`src/rtl/rf_pkg.sv`:
```
// Shared state encoding and default geometry for the register-file port sequencer.
package rf_pkg;

  localparam int RF_N_REGS = 8;
  localparam int RF_ADDR_W = 3;
  localparam int RF_DATA_W = 4;

  typedef enum logic [2:0] {
    IDLE,
    WRITE,
    READ,
    RESP,
    ACCESS
  } rf_state_e;

endpackage

```
`src/rtl/rf_addr_decoder.sv`:
```
// Binary address to one-hot word strobe; all-zero when disabled or the address has no word behind it.
module rf_addr_decoder
  import rf_pkg::*;
#(
  parameter int N_REGS = RF_N_REGS,
  parameter int ADDR_W = RF_ADDR_W
) (
  input  logic              i_en,
  input  logic [ADDR_W-1:0] i_addr,
  output logic [N_REGS-1:0] o_onehot
);

  // Comparing against each real word index leaves out-of-range addresses with no hit.
  always_comb begin
    o_onehot = '0;
    for (int k = 0; k < N_REGS; k++) begin
      o_onehot[k] = i_en && (i_addr == ADDR_W'(k));
    end
  end

endmodule

```
`src/rtl/rf_port_sequencer.sv`:
```
// Sequences one request at a time into W/I then Ra/Rb strobes for the cell array (RF_BYPASS_EN merges both into ACCESS).
// Latency: write+read 2 cycles (1 with RF_BYPASS_EN), read-only 1 cycle, write-only frees req_ready after 1 cycle.
// Backpressure: req_ready only in IDLE, nothing queued; rsp_valid holds with stable data until rsp_ready.
module rf_port_sequencer
  import rf_pkg::*;
#(
  parameter int N_REGS = RF_N_REGS,
  parameter int ADDR_W = RF_ADDR_W,
  parameter int DATA_W = RF_DATA_W
) (
  input  logic              Clk,
  input  logic              Rst_n,
  input  logic              req_valid,
  output logic              req_ready,
  input  logic              req_we,
  input  logic [ADDR_W-1:0] req_waddr,
  input  logic [DATA_W-1:0] req_wdata,
  input  logic              req_ra_en,
  input  logic              req_rb_en,
  input  logic [ADDR_W-1:0] req_ra_addr,
  input  logic [ADDR_W-1:0] req_rb_addr,
  output logic [N_REGS-1:0] W,
  output logic [N_REGS-1:0] Ra,
  output logic [N_REGS-1:0] Rb,
  output logic [DATA_W-1:0] I,
  input  logic [DATA_W-1:0] Oa,
  input  logic [DATA_W-1:0] Ob,
  output logic              rsp_valid,
  input  logic              rsp_ready,
  output logic [DATA_W-1:0] rsp_a,
  output logic [DATA_W-1:0] rsp_b
);

  rf_state_e         r_state;
  rf_state_e         w_next_state;

  logic              r_we;
  logic              r_ra_en;
  logic              r_rb_en;
  logic [ADDR_W-1:0] r_waddr;
  logic [ADDR_W-1:0] r_ra_addr;
  logic [ADDR_W-1:0] r_rb_addr;
  logic [DATA_W-1:0] r_wdata;
  logic [DATA_W-1:0] r_rsp_a;
  logic [DATA_W-1:0] r_rsp_b;

  logic              w_accept;
  logic              w_wr_en;
  logic              w_rda_en;
  logic              w_rdb_en;
  logic              w_sample;
  logic              w_drive_i;
  logic [N_REGS-1:0] w_w_oh;
  logic [N_REGS-1:0] w_ra_oh;
  logic [N_REGS-1:0] w_rb_oh;
  logic [DATA_W-1:0] w_next_a;
  logic [DATA_W-1:0] w_next_b;

  always_ff @(posedge Clk or negedge Rst_n) begin
    if (!Rst_n) begin
      r_state <= IDLE;
    end else begin
      r_state <= w_next_state;
    end
  end

  always_comb begin
    w_next_state = r_state;
    req_ready    = 1'b0;
    rsp_valid    = 1'b0;
    w_accept     = 1'b0;
    w_wr_en      = 1'b0;
    w_rda_en     = 1'b0;
    w_rdb_en     = 1'b0;
    w_sample     = 1'b0;
    w_drive_i    = 1'b0;
    case (r_state)
      IDLE: begin
        req_ready = 1'b1;
        if (req_valid) begin
          w_accept = 1'b1;
`ifdef RF_BYPASS_EN
          if (req_we || req_ra_en || req_rb_en) begin
            w_next_state = ACCESS;
          end
`else
          if (req_we) begin
            w_next_state = WRITE;
          end else if (req_ra_en || req_rb_en) begin
            w_next_state = READ;
          end
`endif
        end
      end
      WRITE: begin
        w_wr_en      = r_we;
        w_drive_i    = r_we;
        w_next_state = (r_ra_en || r_rb_en) ? READ : IDLE;
      end
      READ: begin
        w_rda_en     = r_ra_en;
        w_rdb_en     = r_rb_en;
        w_sample     = 1'b1;
        w_next_state = RESP;
      end
`ifdef RF_BYPASS_EN
      ACCESS: begin
        w_wr_en      = r_we;
        w_drive_i    = r_we;
        w_rda_en     = r_ra_en;
        w_rdb_en     = r_rb_en;
        w_sample     = r_ra_en || r_rb_en;
        w_next_state = (r_ra_en || r_rb_en) ? RESP : IDLE;
      end
`endif
      RESP: begin
        rsp_valid = 1'b1;
        if (rsp_ready) begin
          w_next_state = IDLE;
        end
      end
      default: begin
        w_next_state = IDLE;
      end
    endcase
  end

  always_ff @(posedge Clk or negedge Rst_n) begin
    if (!Rst_n) begin
      r_we      <= 1'b0;
      r_ra_en   <= 1'b0;
      r_rb_en   <= 1'b0;
      r_waddr   <= '0;
      r_ra_addr <= '0;
      r_rb_addr <= '0;
      r_wdata   <= '0;
    end else if (w_accept) begin
      r_we      <= req_we;
      r_ra_en   <= req_ra_en;
      r_rb_en   <= req_rb_en;
      r_waddr   <= req_waddr;
      r_ra_addr <= req_ra_addr;
      r_rb_addr <= req_rb_addr;
      r_wdata   <= req_wdata;
    end
  end

  rf_addr_decoder #(.N_REGS(N_REGS), .ADDR_W(ADDR_W)) u_dec_w (
    .i_en     (w_wr_en),
    .i_addr   (r_waddr),
    .o_onehot (w_w_oh)
  );

  rf_addr_decoder #(.N_REGS(N_REGS), .ADDR_W(ADDR_W)) u_dec_ra (
    .i_en     (w_rda_en),
    .i_addr   (r_ra_addr),
    .o_onehot (w_ra_oh)
  );

  rf_addr_decoder #(.N_REGS(N_REGS), .ADDR_W(ADDR_W)) u_dec_rb (
    .i_en     (w_rdb_en),
    .i_addr   (r_rb_addr),
    .o_onehot (w_rb_oh)
  );

  // A port with no strobe leaves its bus floating, so only a decoded hit may be sampled.
  always_comb begin
    w_next_a = (|w_ra_oh) ? Oa : '0;
    w_next_b = (|w_rb_oh) ? Ob : '0;
`ifdef RF_BYPASS_EN
    if ((|w_ra_oh) && (|w_w_oh) && (r_ra_addr == r_waddr)) begin
      w_next_a = r_wdata;
    end
    if ((|w_rb_oh) && (|w_w_oh) && (r_rb_addr == r_waddr)) begin
      w_next_b = r_wdata;
    end
`endif
  end

  always_ff @(posedge Clk or negedge Rst_n) begin
    if (!Rst_n) begin
      r_rsp_a <= '0;
      r_rsp_b <= '0;
    end else if (w_sample) begin
      r_rsp_a <= w_next_a;
      r_rsp_b <= w_next_b;
    end
  end

  assign W     = w_w_oh;
  assign Ra    = w_ra_oh;
  assign Rb    = w_rb_oh;
  assign I     = w_drive_i ? r_wdata : '0;
  assign rsp_a = r_rsp_a;
  assign rsp_b = r_rsp_b;

  a_w_onehot : assert property (@(posedge Clk) disable iff (!Rst_n) $onehot0(W));
  a_ra_onehot : assert property (@(posedge Clk) disable iff (!Rst_n) $onehot0(Ra));
  a_rb_onehot : assert property (@(posedge Clk) disable iff (!Rst_n) $onehot0(Rb));
`ifndef RF_BYPASS_EN
  a_no_read_on_write : assert property (@(posedge Clk) disable iff (!Rst_n)
    !((|W) && ((|Ra) || (|Rb))));
`endif
  a_rsp_hold : assert property (@(posedge Clk) disable iff (!Rst_n)
    (rsp_valid && !rsp_ready) |=> (rsp_valid && $stable(rsp_a) && $stable(rsp_b)));

endmodule

```
`config.mk`:
```
export PLATFORM = sky130hd
export DESIGN_NAME = rf_port_sequencer
export DESIGN_NICKNAME = d
export VERILOG_FILES = /design/src/rtl/rf_pkg.sv /design/src/rtl/rf_addr_decoder.sv /design/src/rtl/rf_port_sequencer.sv
export SDC_FILE = /design/constraint.sdc
export NUM_CORES = 1
export LEC_CHECK = 0
export ABC_AREA = 1
export CAP_MARGIN = 20
export CORE_MARGIN = 3
export CORE_UTILIZATION = 36
export CTS_CLUSTER_DIAMETER = 200
export CTS_CLUSTER_SIZE = 40
export DETAILED_ROUTE_END_ITERATION = 16
export GPL_ROUTABILITY_DRIVEN = 0
export PLACE_DENSITY = 0.81
export SKIP_CTS_REPAIR_TIMING = 1
export SLEW_MARGIN = 20
export SYNTH_ARGS = -nofsm -noshare
export SYNTH_HDL_FRONTEND = slang
export SYNTH_HIERARCHICAL = 1
export SYNTH_SLANG_ARGS = --single-unit
export TNS_END_PERCENT = 10
```
`constraint.sdc`:
```
create_clock -name Clk -period 1.33 [get_ports Clk]
set_input_delay 0.266 -clock Clk [delete_from_list [all_inputs] [get_ports Clk]]
set_output_delay 0.266 -clock Clk [all_outputs]
set_load 0.1 [all_outputs]
```
==> out/summary.txt <==
Outcome - complete, but fails checks
Failing checks - setup timing
Clk buf depth - 2
Highest-count cells in the layout ignoring fill and taps - nand2_1, buf_12, nor2_4, clkdlybuf4s50_1, dfrtp_1
Detailed placement HPWL - 3.47 mm
Reg2reg setup slack - -230 ps
H-tree levels - 1
Clk pin slew, worst setup/hold paths - 90 ps
Tcrit/Tclk final - 135%
Chip height - 68.1 microns
Worst vdd ir - 0.00202 V
# fillers - 194
GRT Resource Usage Total - 20.3%
Worst EP required - 1060 ps
Endpoints failing hold - 0
Worst-Margin Slew - 242 ps
Max-cap violations - 0
First-pass GRT wire length - 7.18 mm
Multi-input combinational cell area - 911 sq um
Row Count - 21
Cells after synthesis - 200
Power Dens Cells - 2470 nW/um^2
Area of the die - 4630 sq um
Endpoint class of the critical path - output pin
P&R area growth vs syn - 112%
CP cell instances - buf_6 -> buf_4 -> buf_4 -> nor2_4 -> buf_12
FF+latch area - 651 sq um
Worst flop-to-flop path endpoint - r_ra_addr[2]
Yosys warning count - 6
Avg WL per Cell - 14.5 microns
Setup tns final - -16790 ps
Slowest-stage cell, CP - dfrtp_1
Antenna cells - 0
CP delay by family, top - buffers and inverters
Clk_skew - 2.75 ps
Initial antenna violation count - 0
Post-Syn Nets - 228
Max transition margin - 83.9%
DR vias - 1622
Core area - 3520 sq um
DRC viols - 0
Worst Reg2Reg Path Length in Cells - 7
Worst r2r src - r_state[1]
Via/cell ratio - 4.98
Commonest non-fill, non-tap cell in the layout - nand2_1
#FFs+latches synth - 26
Worst-Skew Late Latency - 270 ps
Mapped Avg Cell Area - 6.93 sq um
Post-Route WL - 4.71 mm
1st-iter DRT viols - 64
Antenna violation net count after detailed routing - 0
Clk root buf - clkbuf_8
Setup WS post-layout - -462 ps
Maximum fanout along the worst path - 10
Worst Setup Path Type - reg -> out
Initial core utilization - 39.4%
First-pass detailed-route iteration total - 5
Max stage delay on crit path - 420 ps
Synth unique cells - 15
Clock sink count - 26
GRT Residual Overflow - 0
Maximum clock rate - 0.558 GHz
Instance count on the critical path - 5
Via count of the first global-routing pass - 1586
Synth Cell Area - 1390 sq um
CTS tree - yes
Num CTS Buffers - 3
Largest net degree at the start of global routing - 27
Fin crit period - 1790 ps
Crit path launch type - register
Layout cells sized above 1 - 37.1%
Worst EP arrival - 1530 ps
WP buf/inv - 4
I/O Pins - 66
Fin nets - 309
RSZ-0062 raised after global routing - true
PortBufs - 65
Max Slew Vio Count - 0
Final core utilization - 83.3%
Register area share after synthesis - 46.9%
Final setup vio count - 56
Hold WS - 336 ps
Die X - 68.1 microns
Leak - 0.00130 uW
Setup crit end - req_ready
Total power - 7240 uW
CP startpoint - r_state[1]
Hold WC Path Type - in -> async
Top cell by count, worst path - buf_4
## metrics by stage
stage / instance area (sq um) / cells / setup slack, ps
floorplan: 1630 / 200 / -616
global placement: 2800 / 320 / -175
detailed placement: 2800 / 320 / -223
CTS: 2860 / 324 / -524
global route: 2930 / 326 / -507
finish: 2930 / 326 / -462
## cells in the mapped netlist
cell / count / area, sq um
buf_4: 1 / 7.51
o21ai_0: 8 / 40.0
buf_6: 3 / 33.8
or2_1: 1 / 6.26
nand2_1: 65 / 244
buf_2: 2 / 10.0
nor2_1: 47 / 176
o21ai_1: 2 / 10.0
nand3_1: 18 / 90.1
a21oi_1: 5 / 25.0
dfrtp_1: 26 / 651
inv_1: 19 / 71.3
inv_2: 1 / 3.75
nand2_2: 1 / 6.26
nor2_4: 1 / 11.3
## area by class of cell
| class | count | area share, % |
|---|---|---|
| repair buffers | 82 | 40.3 |
| well taps | 46 | 1.96 |
| multi-input cells | 148 | 31.0 |
| clock buffers | 4 | 1.88 |
| flip-flops and latches | 26 | 22.2 |
| inverters | 20 | 2.64 |
## sequential cells by signal, indices dropped and copies added, names as in the netlist
name / count
r_ra_addr: 3
r_ra_en: 1
r_rb_addr: 3
r_rb_en: 1
r_state: 2
r_waddr: 3
r_wdata: 4
r_we: 1
rsp_a: 4
rsp_b: 4
## worst min path at each step
| stage | start | to | depth (start not counted) |
|---|---|---|---|
| after global placement | r_we | r_we | 2 |
| final | Rst_n | rsp_a[2] | 2 |
| after floorplan | Rst_n | r_ra_addr[0] | 0 |
| after detailed placement | r_we | r_we | 2 |
| after global routing | Rst_n | r_ra_en | 2 |
| after CTS | Rst_n | r_ra_en | 2 |
## routing by layer
| metal | vias up | share of wire, % | wire length (microns) | GRT usage [%] |
|---|---|---|---|---|
| li1 | 777 | - | - | - |
| met1 | 769 | 40 | 1880 | 24.6 |
| met2 | 61 | 52 | 2450 | 35.7 |
| met3 | 15 | 5.8 | 273 | 4.27 |
| met4 | 0 | 2.4 | 113 | 6.20 |
| met5 | - | 0 | 0 | 0 |
## worst register-to-register path, stage by stage, from the launching register on
cell,delay (ps)
dfrtp_1,420
buf_6,150
buf_4,120
buf_4,170
nor2_4,180
nand2_4,190
nand2_1,150
nand2_1,70
## kinds of logic after synthesis
family | count (synthesis) | share of synthesized area [%]
buf+inv | 26 | 9.12
compound gates | 15 | 5.42
flops | 26 | 46.9
simple gates | 133 | 38.5
## report_power, final
part           total, uW  leakage, uW  internal (uW)  switching, uW
clock network        515    0.0000288            265            250
logic               5210     0.000951           1740           3470
registers           1510     0.000325           1160            348
total               7240      0.00130           3170           4060
Note: power is estimated with default switching activity, not from simulation.
